**src/rtl/b_minus_ka_seq.sv**
```systemverilog
// b_minus_ka_seq: sequential b - k*a, one multiplier bit per cycle.
// A start in IDLE or DONE captures a, b and k, then RUN spends exactly KW cycles
// subtracting the shifted a for each set bit of k. DONE lasts one cycle and presents
// the result.
// Optional build macro B_MINUS_KA_SAT_EN: clamp o to 0 when the result is negative.
module b_minus_ka_seq #(
    parameter int unsigned WIDTH = 16,
    parameter int unsigned KW    = 4
) (
    input  logic             clk,
    input  logic             rst_n,
    input  logic             start,
    input  logic [WIDTH-1:0] a,
    input  logic [WIDTH-1:0] b,
    input  logic [KW-1:0]    k,
    output logic             busy,
    output logic             done,
    output logic [WIDTH-1:0] o,
    output logic             borrow
);

    // The accumulator is wide enough for b - (2^KW - 1) * a plus a sign bit.
    localparam int unsigned AW = WIDTH + KW + 1;
    localparam int unsigned CW = (KW > 1) ? $clog2(KW) : 1;

    typedef enum logic [1:0] {IDLE, RUN, DONE} state_t;

    state_t                state_q, state_d;
    logic signed [AW-1:0]  acc_q, acc_d;
    logic signed [AW-1:0]  a_sh_q, a_sh_d;  // captured a, pre-shifted for the current step
    logic [KW-1:0]         k_sh_q, k_sh_d;  // captured k, current bit in position 0
    logic [CW-1:0]         step_q, step_d;
    logic [WIDTH-1:0]      o_q, o_d;
    logic                  borrow_q, borrow_d;
    logic signed [AW-1:0]  acc_step;

    // State and datapath registers; reset clears everything, including the accumulator.
    always_ff @(posedge clk or negedge rst_n) begin
        if (!rst_n) begin
            state_q  <= IDLE;
            acc_q    <= '0;
            a_sh_q   <= '0;
            k_sh_q   <= '0;
            step_q   <= '0;
            o_q      <= '0;
            borrow_q <= 1'b0;
        end else begin
            state_q  <= state_d;
            acc_q    <= acc_d;
            a_sh_q   <= a_sh_d;
            k_sh_q   <= k_sh_d;
            step_q   <= step_d;
            o_q      <= o_d;
            borrow_q <= borrow_d;
        end
    end

    // Next-state logic: capture on start, one shift-subtract step per RUN cycle.
    always_comb begin
        state_d  = state_q;
        acc_d    = acc_q;
        a_sh_d   = a_sh_q;
        k_sh_d   = k_sh_q;
        step_d   = step_q;
        o_d      = o_q;
        borrow_d = borrow_q;
        acc_step = k_sh_q[0] ? (acc_q - a_sh_q) : acc_q;

        case (state_q)
            IDLE, DONE: begin
                if (start) begin
                    acc_d   = {{(KW + 1){1'b0}}, b};
                    a_sh_d  = {{(KW + 1){1'b0}}, a};
                    k_sh_d  = k;
                    step_d  = '0;
                    state_d = RUN;
                end else begin
                    state_d = IDLE;
                end
            end
            RUN: begin
                acc_d  = acc_step;
                a_sh_d = a_sh_q <<< 1;
                k_sh_d = k_sh_q >> 1;
                step_d = step_q + CW'(1);
                if (step_q == CW'(KW - 1)) begin
                    // o and borrow change only here, on the way into DONE.
                    state_d  = DONE;
                    borrow_d = acc_step[AW-1];
`ifdef B_MINUS_KA_SAT_EN
                    o_d = acc_step[AW-1] ? '0 : acc_step[WIDTH-1:0];
`else
                    o_d = acc_step[WIDTH-1:0];
`endif
                end
            end
            default: state_d = IDLE;
        endcase
    end

    // Status decoded straight from state so reset clears them immediately.
    always_comb begin
        busy   = (state_q == RUN);
        done   = (state_q == DONE);
        o      = o_q;
        borrow = borrow_q;
    end

endmodule

```
**config.mk**
```make
export PLATFORM = sky130hd
export DESIGN_NAME = b_minus_ka_seq
export DESIGN_NICKNAME = d
export VERILOG_FILES = /design/src/rtl/b_minus_ka_seq.sv
export SDC_FILE = /design/constraint.sdc
export NUM_CORES = 1
export LEC_CHECK = 0
export CORE_ASPECT_RATIO = 1.5
export CORE_MARGIN = 4
export CORE_UTILIZATION = 45
export DETAILED_ROUTE_END_ITERATION = 16
export GPL_TIMING_DRIVEN = 0
export PLACE_DENSITY = 0.72
export RECOVER_POWER = 25
export SKIP_CTS_REPAIR_TIMING = 1
export SLEW_MARGIN = 20
export SYNTH_ARGS = -nofsm -noshare
export SYNTH_HDL_FRONTEND = slang
export SYNTH_SLANG_ARGS = --single-unit
```
**constraint.sdc**
```tcl
create_clock -name clk -period 3.3 [get_ports clk]
set_input_delay 0.495 -clock clk [delete_from_list [all_inputs] [get_ports clk]]
set_output_delay 0.495 -clock clk [all_outputs]
set_load 0.03 [all_outputs]
```
# ---- After elaboration in Yosys (flattened, before gate mapping)
# Index checks and enable logic that the tools add are counted.
dict set report word_totals {
  ff_bits 67
  wordCells 34
  input_bits 39
}
dict set report classes {
  mux 12
  add_sub_neg 2
  reduce_logical 6
  n_eq_ne 6
}
# cell n
set ops {}
lappend ops {{21-bit one-hot mux with 2 select lines} 2}
lappend ops {{21-bit two-way mux} 3}
lappend ops {{21-bit subtractor} 1}
lappend ops {{2-bit one-hot mux with 2 select lines} 2}
lappend ops {{4-bit one-hot mux with 2 select lines} 1}
lappend ops {{2-bit equality test, second input constant} 2}
lappend ops {{2-bit two-way mux} 2}
lappend ops {{4-bit two-way mux} 1}
lappend ops {{2-bit by 1-bit inequality test with 1-bit output, second input constant} 2}
lappend ops {{2-bit AND reduction} 2}
lappend ops {{3-bit AND reduction} 1}
lappend ops {{2-bit by 1-bit adder with 2-bit output, second input constant} 1}
lappend ops {{2-bit by 1-bit equality test with 1-bit output, second input constant} 1}
lappend ops {{2-bit zero test} 1}
lappend ops {{2-bit inequality test, second input constant} 1}
lappend ops {{2-bit nonzero test} 1}
lappend ops {{2-bit OR reduction} 1}
lappend ops {{1-bit two-way mux} 1}

# ---- Longest topological paths before layout
# Gate-level depths: netlist (run 1).
dict set report depth {
  depth_word 4
  mapped_depth 10
}

# ---- Worst setup path before layout (run 1)
# OpenSTA, ideal clock, no wires.
dict set report synth_timing {
  kind {register -> register}
  start {register acc_q[0]}
  end {register acc_q[20]}
  path_slack_ns 1.037
  synth_period_minus_slack_ns 2.263
  stages_incl_launch_ff 11
  arrival_ns 2.133
  path_cell_list {dfrtp_1 inv_1 ha_1 fa_1 and2b_1 o2111ai_2 a21oi_1 o211ai_1 and4b_1 o211ai_1 o21ai_0}
}
dict set report synth_between {
  elab_chain_cells 3
}
# item line_no
set synth_rtl {}
lappend synth_rtl {{from (decl)} 29} ;# logic signed [AW-1:0] acc_q, acc_d;
lappend synth_rtl {{from (signal assigned)} 41} ;# acc_q <= '0;
lappend synth_rtl {{from (signal assigned)} 49} ;# acc_q <= acc_d;
lappend synth_rtl {{21-bit subtractor} 67} ;# acc_step = k_sh_q[0] ? (acc_q - a_sh_q) : acc_q;
lappend synth_rtl {{21-bit two-way mux} 67}
lappend synth_rtl {{21-bit one-hot mux with 2 select lines} 69} ;# case (state_q)
# No other way between the ends. The select of a mux whose other input is x is not followed.
# A chain may end at the register's enable or synchronous reset.

# ---- Final worst setup path (run 1)
dict set report layout_timing {
  start {register state_q[1]}
  end {output port busy}
}
dict set report layout_between {
  elab_chain_cells 1
}
# item line_no
set layout_rtl {}
lappend layout_rtl {{from (decl)} 28} ;# state_t state_q, state_d;
lappend layout_rtl {{from (signal assigned)} 48} ;# state_q <= state_d;
lappend layout_rtl {{2-bit by 1-bit equality test with 1-bit output} 103} ;# busy = (state_q == RUN);
lappend layout_rtl {{to (decl)} 16} ;# output logic busy,
# No other way between the ends.

==> results of run 1 <==
==> per-stage QoR <==
step / setup slack, ns / std cells
global placement: -0.5088 / 616
finish: 0.3059 / 631
detailed placement: 0.6388 / 617
floorplan: 1.037 / 449
CTS: 0.3150 / 631
global route: 0.1576 / 631
==> where the power goes <==
group          total (W)  internal [W]  switching, W
Sequential       0.00147       0.00124      0.000227
Clock           0.000977      0.000636      0.000340
Combinational    0.00424       0.00168       0.00256
Total            0.00668       0.00355       0.00313
==> sequential cells by signal, summed over array words and instances, names as in the netlist <==
name	cells
o	16
borrow	1
step_q	2
state_q	2
acc_q	21
k_sh_q	4
a_sh_q	21
==> how the worst max path moves through the flow <==
stage	slack, ns	start	depth (start not counted)	to
after CTS	0.31	state_q[1]	6	busy
final	0.31	state_q[1]	6	busy
after floorplan	1.04	acc_q[0]	10	acc_q[20]
after global routing	0.16	state_q[1]	6	busy
after detailed placement	0.64	a_sh_q[0]	9	acc_q[20]
after global placement	-0.51	rst_n	1	a_sh_q[4]
==> synth_stat cells, types with 2 or more instances <==
cell       n  area (µm²)
nand2_1   45       168.9
a31oi_1    8       50.05
nor2b_1    5       31.28
nor3b_1    3       22.52
o21a_1     4       30.03
a21oi_1   38       190.2
a211oi_1  14       105.1
dfrtp_1   67        1677
and3_1     3       18.77
mux2i_1   11       110.1
o21bai_1   3       22.52
a22oi_1    9       67.56
o31ai_1    2       15.01
nor2_1    31       116.4
nor3_1     2       10.01
mux2_2     2       22.52
a21oi_2    2       17.52
a22o_1     3       26.28
a21o_1     9       67.56
o21ai_0   35       175.2
a221o_1    3       30.03
o21ai_1    8       40.04
o211ai_1   3       22.52
nand4_1    4       25.02
buf_6      2       22.52
ha_1      21       262.8
xor2_1     3       26.28
clkbuf_1  17       63.81
and2_1     2       12.51
buf_1      4       15.01
nand3_1    8       40.04
xnor2_1   12       105.1
nand2b_1   4       25.02
inv_1     33       123.9
buf_2      6       30.03
a222oi_1   4       40.04
==> cell families (layout without fill, tap and decap cells) <==
| kind of cell | count (synthesis) | after routing | synth area share, % |
|---|---|---|---|
| AO/OA/AOI/OAI | 156 | 156 | 25.60 |
| XOR/XNOR | 15 | 15 | 3.243 |
| adder cells (fa/ha/maj) | 22 | 22 | 6.980 |
| buffers and inverters | 62 | 134 | 6.300 |
| flip-flops | 67 | 67 | 41.38 |
| multiplexers | 13 | 13 | 3.274 |
| AND/OR/NAND/NOR | 114 | 114 | 13.22 |
==> routing by layer <==
metal / part of all wire [%] / vias to the layer above
met4: 5.0 / 0
li1: - / 1733
met5: 0 / -
met1: 39 / 1737
met2: 52 / 131
met3: 4.3 / 37
==> area by class of cell <==
class | instances | area (µm²) | share of cell area, %
multi-input combinational | 320 | 2120 | 41.89
sequential | 67 | 1677 | 33.14
timing repair buffer | 58 | 569.3 | 11.25
clock buffer | 12 | 266.5 | 5.267
tap | 110 | 137.6 | 2.720
buffer | 29 | 131.4 | 2.596
inverter | 33 | 123.9 | 2.448
clock inverter | 2 | 35.03 | 0.6924
==> critical path, cell delays in order (launching register included) <==
cell             delay (ns)
dfrtp_1                0.36
nand2b_1               0.13
buf_2                  0.18
inv_1                  0.08
buf_2                  0.22
buf_1                  0.42
clkdlybuf4s50_1        0.77
==> impl_results.md, run 1 <==
- Share of synthesized registers carrying an async set or reset: 100.0%
- ANT nets after route: 0
- Met1 Track Usage GR: 25.14%
- Ys flop type: dfrtp_1
- Die Y: 124.2 µm
- First-pass GRT wire length: 18350 µm
- Ant diodes: 0
- Hold path startpoint: o[4]
- Max VDD drop: 0.0006092 V
- Reg-to-reg slack, setup: 0.59 ns
- Max-cap violations: 1
- Area Growth Syn to Fin: 24.89%
- Final instance area: 5060 µm²
- Share of layout cells above drive strength 1: 6.718%
- Worst min-delay path class: register to register
- Cell variety after synth: 55
- RSZ-0062 raised after global routing: false
- Netlist Area Pre-Place: between 4000 and 5000 µm²
- Clk pin slew, worst setup/hold paths: 0.05 ns
- Crit. End Element: output port
- R2r startpoint: a_sh_q[0]
- Leak: 2.260 nW
- Overall power: 0.006679 W
- DR iter-0 viols: 180
- Clock Tree Buf Depth: 2
- Register bit count reported by yosys: 67
- DR DRC count: 0
- Port-buffer cells: 57
- Met2 usage: 37.73%
- DRT Wirelength: 11330 µm
- Filler cells: 798
- Least-Margin Pin Slew: roughly 1.6 ns
- Dpl hpwl: 8612 µm
- Clock root buffer: clkbuf_16
- CTS tree: built
- Hold Path Depth: 2
- Initial antenna violation count: 0
- Full die area: 10620 µm²
- Final Critical Period: 2.994 ns
- # IOs: just under 60
- Via Count: 3638
- CP arrival: 2.50 ns
- Largest net degree at the start of global routing: 40
- Net Count, Synth: 510
- Slew Viols, Final: 30
- Final setup fails: 0
- Worst R2R End: acc_q[20]
- Relative slew slack: -8.357%
- Failing checks: capacitance limit, slew limit
- CTS buffer count: 9
- Final net count: between 500 and 600
- GRT overflow: 0
- Sequential fraction of the synthesis area: 41.38%
- Most frequent cells in the layout: 67 x dfrtp_1, 56 x clkdlybuf4s50_1, 45 x nand2_1
- Post-layout util: between 50% and 60%
- Hold slack final: 0.4770 ns
- Clk_lat worst skew: 0.33 ns
- Most Crowded Layer GR: met2
- Critical path launch point type: register
- Sum Neg Setup Slack: 0 ns
- Period utilization: approximately nine tenths
- Core area: 8828 µm²
- Most common cell after layout, fill and taps aside: dfrtp_1
- Met3 GRT Util: 3.515%
- Final Hold Viols: 0
- Die Width: 85.47 µm
- GRT Total Usage: 22.00%
- Synth Instances: roughly 450
- GP Congestion: 0.9104
- Worst clock skew: 0.005779 ns
- CP Class: register to output port
- Rows: 42
- Placed cell area: between 4000 and 5000 µm²
- Pwr/cell area: 1320 nW/µm²
- CTS sink cnt: 67
- Critical Path RT: 2.80 ns
- Ys Warns: 0
- Cells on worst reg2reg path: 9
- CP max FO: 10
- DR pass1 iterations: 5
- Mapped Avg Cell Area: 9.023 µm²
- Starting Density: 45.89%
- Fmax: ~330 MHz
- Status: finished with violations
- Vias in the first global route: 3798
- H-tree depth: 3
- Post-synth EDFFs: 0
- WHS Endpoint: o[4]
- Wire per inst: approximately 18 µm
- Drt via density: between 5 and 6
Note: power is estimated with default switching activity, not from simulation.
==> inputs of run 2 (changes only) <==
- CORE_UTILIZATION: 45 -> 30
- GPL_TIMING_DRIVEN: 0 -> unset
- PLACE_DENSITY: 0.72 -> 0.53
- SLEW_MARGIN: 20 -> 15
==> run 2 against run 1 <==
  * The flow still finishes with violations (capacitance limit, slew limit)
  * Cell count rose by 4.4%
  * Maximum frequency rose by 14%
  * Non-clock buffer count fell by 22
  * Worst setup slack improved by 0.36 ns
  * Combinational power fell by 3%
  * Critical endpoint unchanged
  * Largest cell class unchanged
==> impl_results.md, run 2 (synthesis results as in run 1) <==
- Reg area: 1677 µm² (unchanged)
- Share of layout cells above drive strength 1: 7.000% (+0.28 points)
- Final Hold Viols: 0 (unchanged)
- Clk pin slew, worst setup/hold paths: 0.05 ns (about the same)
- CP Class: register to output port
- Hold slack final: 0.4746 ns (-0.002449 ns)
- Crit. Startpoint: state_q[1]
- CP bufs+invs: 3 (-2)
- Clock root buffer: clkbuf_16
- Slowest stage delay, CP: 0.76 ns (about the same)
- First-pass GRT wire length: 18530 µm (+0.94%)
- PnR worst setup slack: 0.6621 ns (+0.3562 ns)
- Filler cells: 1301 (+63%)
- Full die area: 15470 µm² (+46%)
- Critical Path RT: 2.80 ns (about the same)
- Final Critical Period: 2.638 ns (-0.3562 ns)
- GP Congestion: 0.8952 (-1.7%)
- Most frequent cells in the layout: 67 x dfrtp_1, 56 x clkdlybuf4s50_1, 45 x nand2_1
- GRT Total Usage: 15.85% (-6.1 points)
- CP max FO: 18 (+8)
- Crit path cell chain: nand2b_1 -> buf_4 -> inv_1 -> clkdlybuf4s50_1
- Core area: 13080 µm² (+48%)
- DR iter-0 viols: 139 (-23%)
- CTS tree: built
- Sum Neg Setup Slack: 0 ns (unchanged)
- Dpl hpwl: 8468 µm (-1.7%)
- # IOs: 58 (unchanged)
- Place WS: 0.7829 ns (+0.1442 ns)
- DR DRC count: 0 (unchanged)
- Area Growth Syn to Fin: 24.52%
- Crit. End Element: output port
- Slew Viols, Final: 68 (+130%)
- Ant diodes: 0 (unchanged)
- Worst clock skew: 0.005738 ns (-0.00004102 ns)
- Slowest cell on the critical path: clkdlybuf4s50_1
- CP arrival: 2.14 ns (-0.36 ns)
- CTS buffer count: 9 (unchanged)
- Die Width: 102.9 µm (+20%)
- Die Y: 150.3 µm (+21%)
- Vias in the first global route: 3445 (-9.3%)
- Fmax: 379.1 MHz (+14%)
- Most common cell after layout, fill and taps aside: dfrtp_1
- Starting Density: 30.97% (-15 points)
- Rows: 51 (+21%)
- RSZ-0062 raised after global routing: false
- Max VDD drop: 0.0003401 V (-44%)
- Failing checks: capacitance limit, slew limit
- Post-layout util: 38.57% (-19 points)
- H-tree depth: 3 (unchanged)
- Max-cap violations: 1 (unchanged)
- Initial antenna violation count: 0 (unchanged)
- Hold path startpoint: o[9]
- Pwr/cell area: 1298 nW/µm² (-1.7%)
- Drt via density: 5.188 (-10%)
- Wire per inst: 17.47 µm (-2.7%)
- Status: finished with violations
- Period utilization: 79.94% (-11 points)
- GRT overflow: 0 (unchanged)
- Worst min-delay path class: register to register
- Reg-to-reg slack, setup: 0.81 ns (+0.22 ns)
- CTS sink cnt: 67 (unchanged)
- Multi-input logic area: 2127 µm² (+0.35%)
- Critical path launch point type: register
- Least-Margin Pin Slew: 1.689 ns (+0.06406 ns)
- Port-buffer cells: 57 (unchanged)
- Via Count: 3419 (-6.0%)
- Final net count: 557 (-3.8%)
- Final setup fails: 0 (unchanged)
- Largest net degree at the start of global routing: 68 (+70%)
- CP delay by family, top: buffers and inverters
- Clock Tree Buf Depth: 2 (unchanged)
- R2r startpoint: acc_q[0]
- ANT nets after route: 0 (unchanged)
- DRT Wirelength: 11510 µm (+1.6%)
- DR pass1 iterations: 5 (unchanged)
- Clk_lat worst skew: 0.33 ns (about the same)
- Relative slew slack: -12.63% (-4.3 points)
- Leak: 2.235 nW (-1.1%)
[run 2: cell types whose count changed in the layout (fill, tap and decap cells not counted), sizes merged]
| cell | before | now |
|---|---|---|
| clkbuf | 31 | 14 |
| buf | 12 | 8 |
[run 2: path summary, 6_finish.rpt]
check                             to  cells after the start
max                             busy                      4
min                             o[9]                      2
max reg2reg                acc_q[20]                     10
min reg2reg                     o[9]                      2
max in group asynchronous  a_sh_q[3]                      2
min in group asynchronous      o[15]                      2
[run 2: stage by stage]
stage               cell area, µm²  cells  power, W
floorplan                     4051    449  0.004524
global placement              4752    644  0.005575
detailed placement            4752    644  0.005627
CTS                           5047    659  0.006611
global route                  5045    659  0.007135
finish                        5045    659  0.006546
[run 2: worst min-delay path: stages (launching register included)]
cell	delay (ns)
dfrtp_1	0.33
nand2_1	0.05
o21ai_0	0.06
[run 2: area by class of cell]
class                      count  area share [%]
tap                          159           3.943
sequential                    67           33.23
timing repair buffer          65           12.35
multi-input combinational    320           42.16
clock inverter                 2          0.6944
clock buffer                  13           5.159
inverter                      33           2.455
[run 2: routing by layer]
metal,share of wire (%),wire [µm],track usage [%],vias up
li1,-,-,-,1686
met1,40,4563,18.52,1648
met2,53,6157,27.96,67
met3,3.8,432,2.735,18
met4,3.1,357,6.805,0
met5,0,0,0,-
[run 2: power by group]
group | internal (W) | switching, W | leakage (nW)
logic | 0.00164 | 0.00247 | 1.28
clock network | 0.000621 | 0.000336 | 0.146
registers | 0.00124 | 0.000238 | 0.809
==> inputs of run 3 (changes only) <==
- PLACE_DENSITY: 0.53 -> 0.55
- clock period: 3.3 -> 2.2 ns (I/O delays scaled with it)
==> run 3 against run 2 <==
  * The run ends with capacitance limit, slew limit, setup timing left
  * First-iteration DRC count rose by 14%
  * Final area grew 11%
  * Flip-flop and latch count stayed put
  * Critical path type is now register to register
  * Critical endpoint is now acc_q[20]
  * Highest routed layer unchanged
==> impl_results.md, run 3 (synthesis results as in run 1) <==
- Status: finished with violations
- Failing checks: capacitance limit, slew limit, setup timing
- Final Critical Period: 2.355 ns
- Critical path launch point type: register
- Placed cell area: 5045 µm² (+6.2%)
- Most common cell after layout, fill and taps aside: dfrtp_1
- CTS tree: built
- Die Y: 150.3 µm (unchanged)
- Slew Viols, Final: 68 (unchanged)
- DR DRC count: 0 (unchanged)
- Worst min-delay path class: register to register
- Largest net degree at the start of global routing: 68 (unchanged)
- Finished Layout Cells: 699 (+6.1%)
- Wire per inst: 17.52 µm (+0.29%)
- Place WS: -0.1615 ns (-0.9445 ns)
- CP Class: register to register
- Rows: 51 (unchanged)
- Clk pin slew, worst setup/hold paths: 0.05 ns (about the same)
- Max-cap violations: 1 (unchanged)
- CTS sink cnt: 67 (unchanged)
- Filler cells: 1259 (-3.2%)
- Drt via density: 5.177 (-0.21%)
- Area Growth Syn to Fin: 37.92%
- Via Count: 3619 (+5.8%)
- Met1 Track Usage GR: 18.23% (-0.29 points)
- Relative slew slack: -12.86% (-0.23 points)
- First-pass GRT wire length: 19040 µm (+2.8%)
- ANT nets after route: 0 (unchanged)
- Least-Margin Pin Slew: 1.693 ns (+0.003503 ns)
- Most frequent cells in the layout: 67 x dfrtp_1, 55 x clkdlybuf4s50_1, 45 x buf_4
- Clock Tree Buf Depth: 2 (unchanged)
- Final Hold Viols: 0 (unchanged)
- DR iter-0 viols: 158 (+14%)
- Starting Density: 30.97% (unchanged)
- Dpl hpwl: 8698 µm (+2.7%)
- Most Crowded Layer GR: met2
- CP arrival: 2.57 ns (+0.43 ns)
- # IOs: 58 (unchanged)
- Number of placed cells counting well taps: 677 (+5.1%)
- Post-layout util: 42.72% (+4.2 points)
- GP Congestion: 0.8948 (about the same)
- Worst clock skew: 0.006144 ns (+0.0004055 ns)
- Initial antenna violation count: 0 (unchanged)
- CTS buffer count: 9 (unchanged)
- CP max FO: 4 (-14)
- Die Width: 102.9 µm (unchanged)
- H-tree depth: 3 (unchanged)
- Vias in the first global route: 3746 (+8.7%)
- Clk_lat worst skew: 0.33 ns (about the same)
- Met3 GRT Util: 2.967% (+0.23 points)
- DRT Wirelength: 12240 µm (+6.4%)
- Fmax: 424.7 MHz
- Final setup fails: 15 (+15)
- Ant diodes: 0 (unchanged)
- Critical Path RT: 2.41 ns (-0.39 ns)
- Crit. End Element: register
- Share of layout cells above drive strength 1: 20.74% (+14 points)
- Reg-to-reg slack, setup: -0.15 ns (-0.96 ns)
- Final instance area: 5588 µm² (+11%)
- Met2 usage: 29.21% (+1.3 points)
- Clock root buffer: clkbuf_16
- GRT Total Usage: 16.24% (+0.39 points)
- Port-buffer cells: 57 (unchanged)
- DR pass1 iterations: 5 (unchanged)
- Period utilization: 107.0%
- Core area: 13080 µm² (unchanged)
- RSZ-0062 raised after global routing: true
- Full die area: 15470 µm² (unchanged)
- GRT overflow: 0 (unchanged)
- Final net count: 597 (+7.2%)
- PnR worst setup slack: -0.1548 ns (-0.8169 ns)
==> run 3: changes by cell type in the layout (fill, tap and decap cells not counted), sizes merged <==
| cell | change |
|---|---|
| clkinv | +2 |
| clkdlybuf4s50 | -1 |
| bufinv | -1 |
| buf | +41 |
| clkbuf | -1 |
==> run 3: routing by layer <==
layer / vias to the layer above / wire length (µm)
li1: 1768 / -
met1: 1760 / 4581
met2: 74 / 6775
met3: 17 / 515
met4: 0 / 371
met5: - / 0
==> run 3: through the flow <==
step,TNS [ns],hold slack (ns)
5_1_grt,-3.332,0.4934
4_1_cts,-1.559,0.02025
3_5_place_dp,-1.046,0.3814
6_report,-1.067,0.4716
2_1_floorplan,0,0.03441
3_3_place_gp,-0.7414,0.3797
==> run 3: area by class of cell <==
type / count / area (µm²) / area share, %
timing repair buffer: 105 / 949.7 / 17.00
tap: 159 / 198.9 / 3.560
inverter: 33 / 123.9 / 2.217
sequential: 67 / 1677 / 30.00
clock inverter: 3 / 15.01 / 0.2687
clock buffer: 12 / 246.5 / 4.411
multi-input combinational: 320 / 2377 / 42.54
==> run 3: path summary, 6_finish.rpt <==
kind	startpoint	end	depth (start not counted)
worst min register to register	o[4]	o[4]	2
min in group asynchronous	rst_n	k_sh_q[3]	2
worst max-delay path	a_sh_q[0]	acc_q[20]	9
max in group asynchronous	rst_n	state_q[1]	2
worst min-delay path	o[4]	o[4]	2
worst max register to register	a_sh_q[0]	acc_q[20]	9
==> run 3: worst max-delay path: stages, from the launching register on <==
cell and delay (ns):
dfrtp_1 0.40, ha_4 0.18, fa_2 0.36, and2b_2 0.25, o2111ai_4 0.17, a21oi_4 0.22
o211ai_1 0.18, and4b_1 0.24, o211ai_1 0.16, o21ai_1 0.08
Power of run 3 is left out: the tool's default activity adds up to more than one toggle a clock period on the data nets, which glitch-free logic cannot reach.
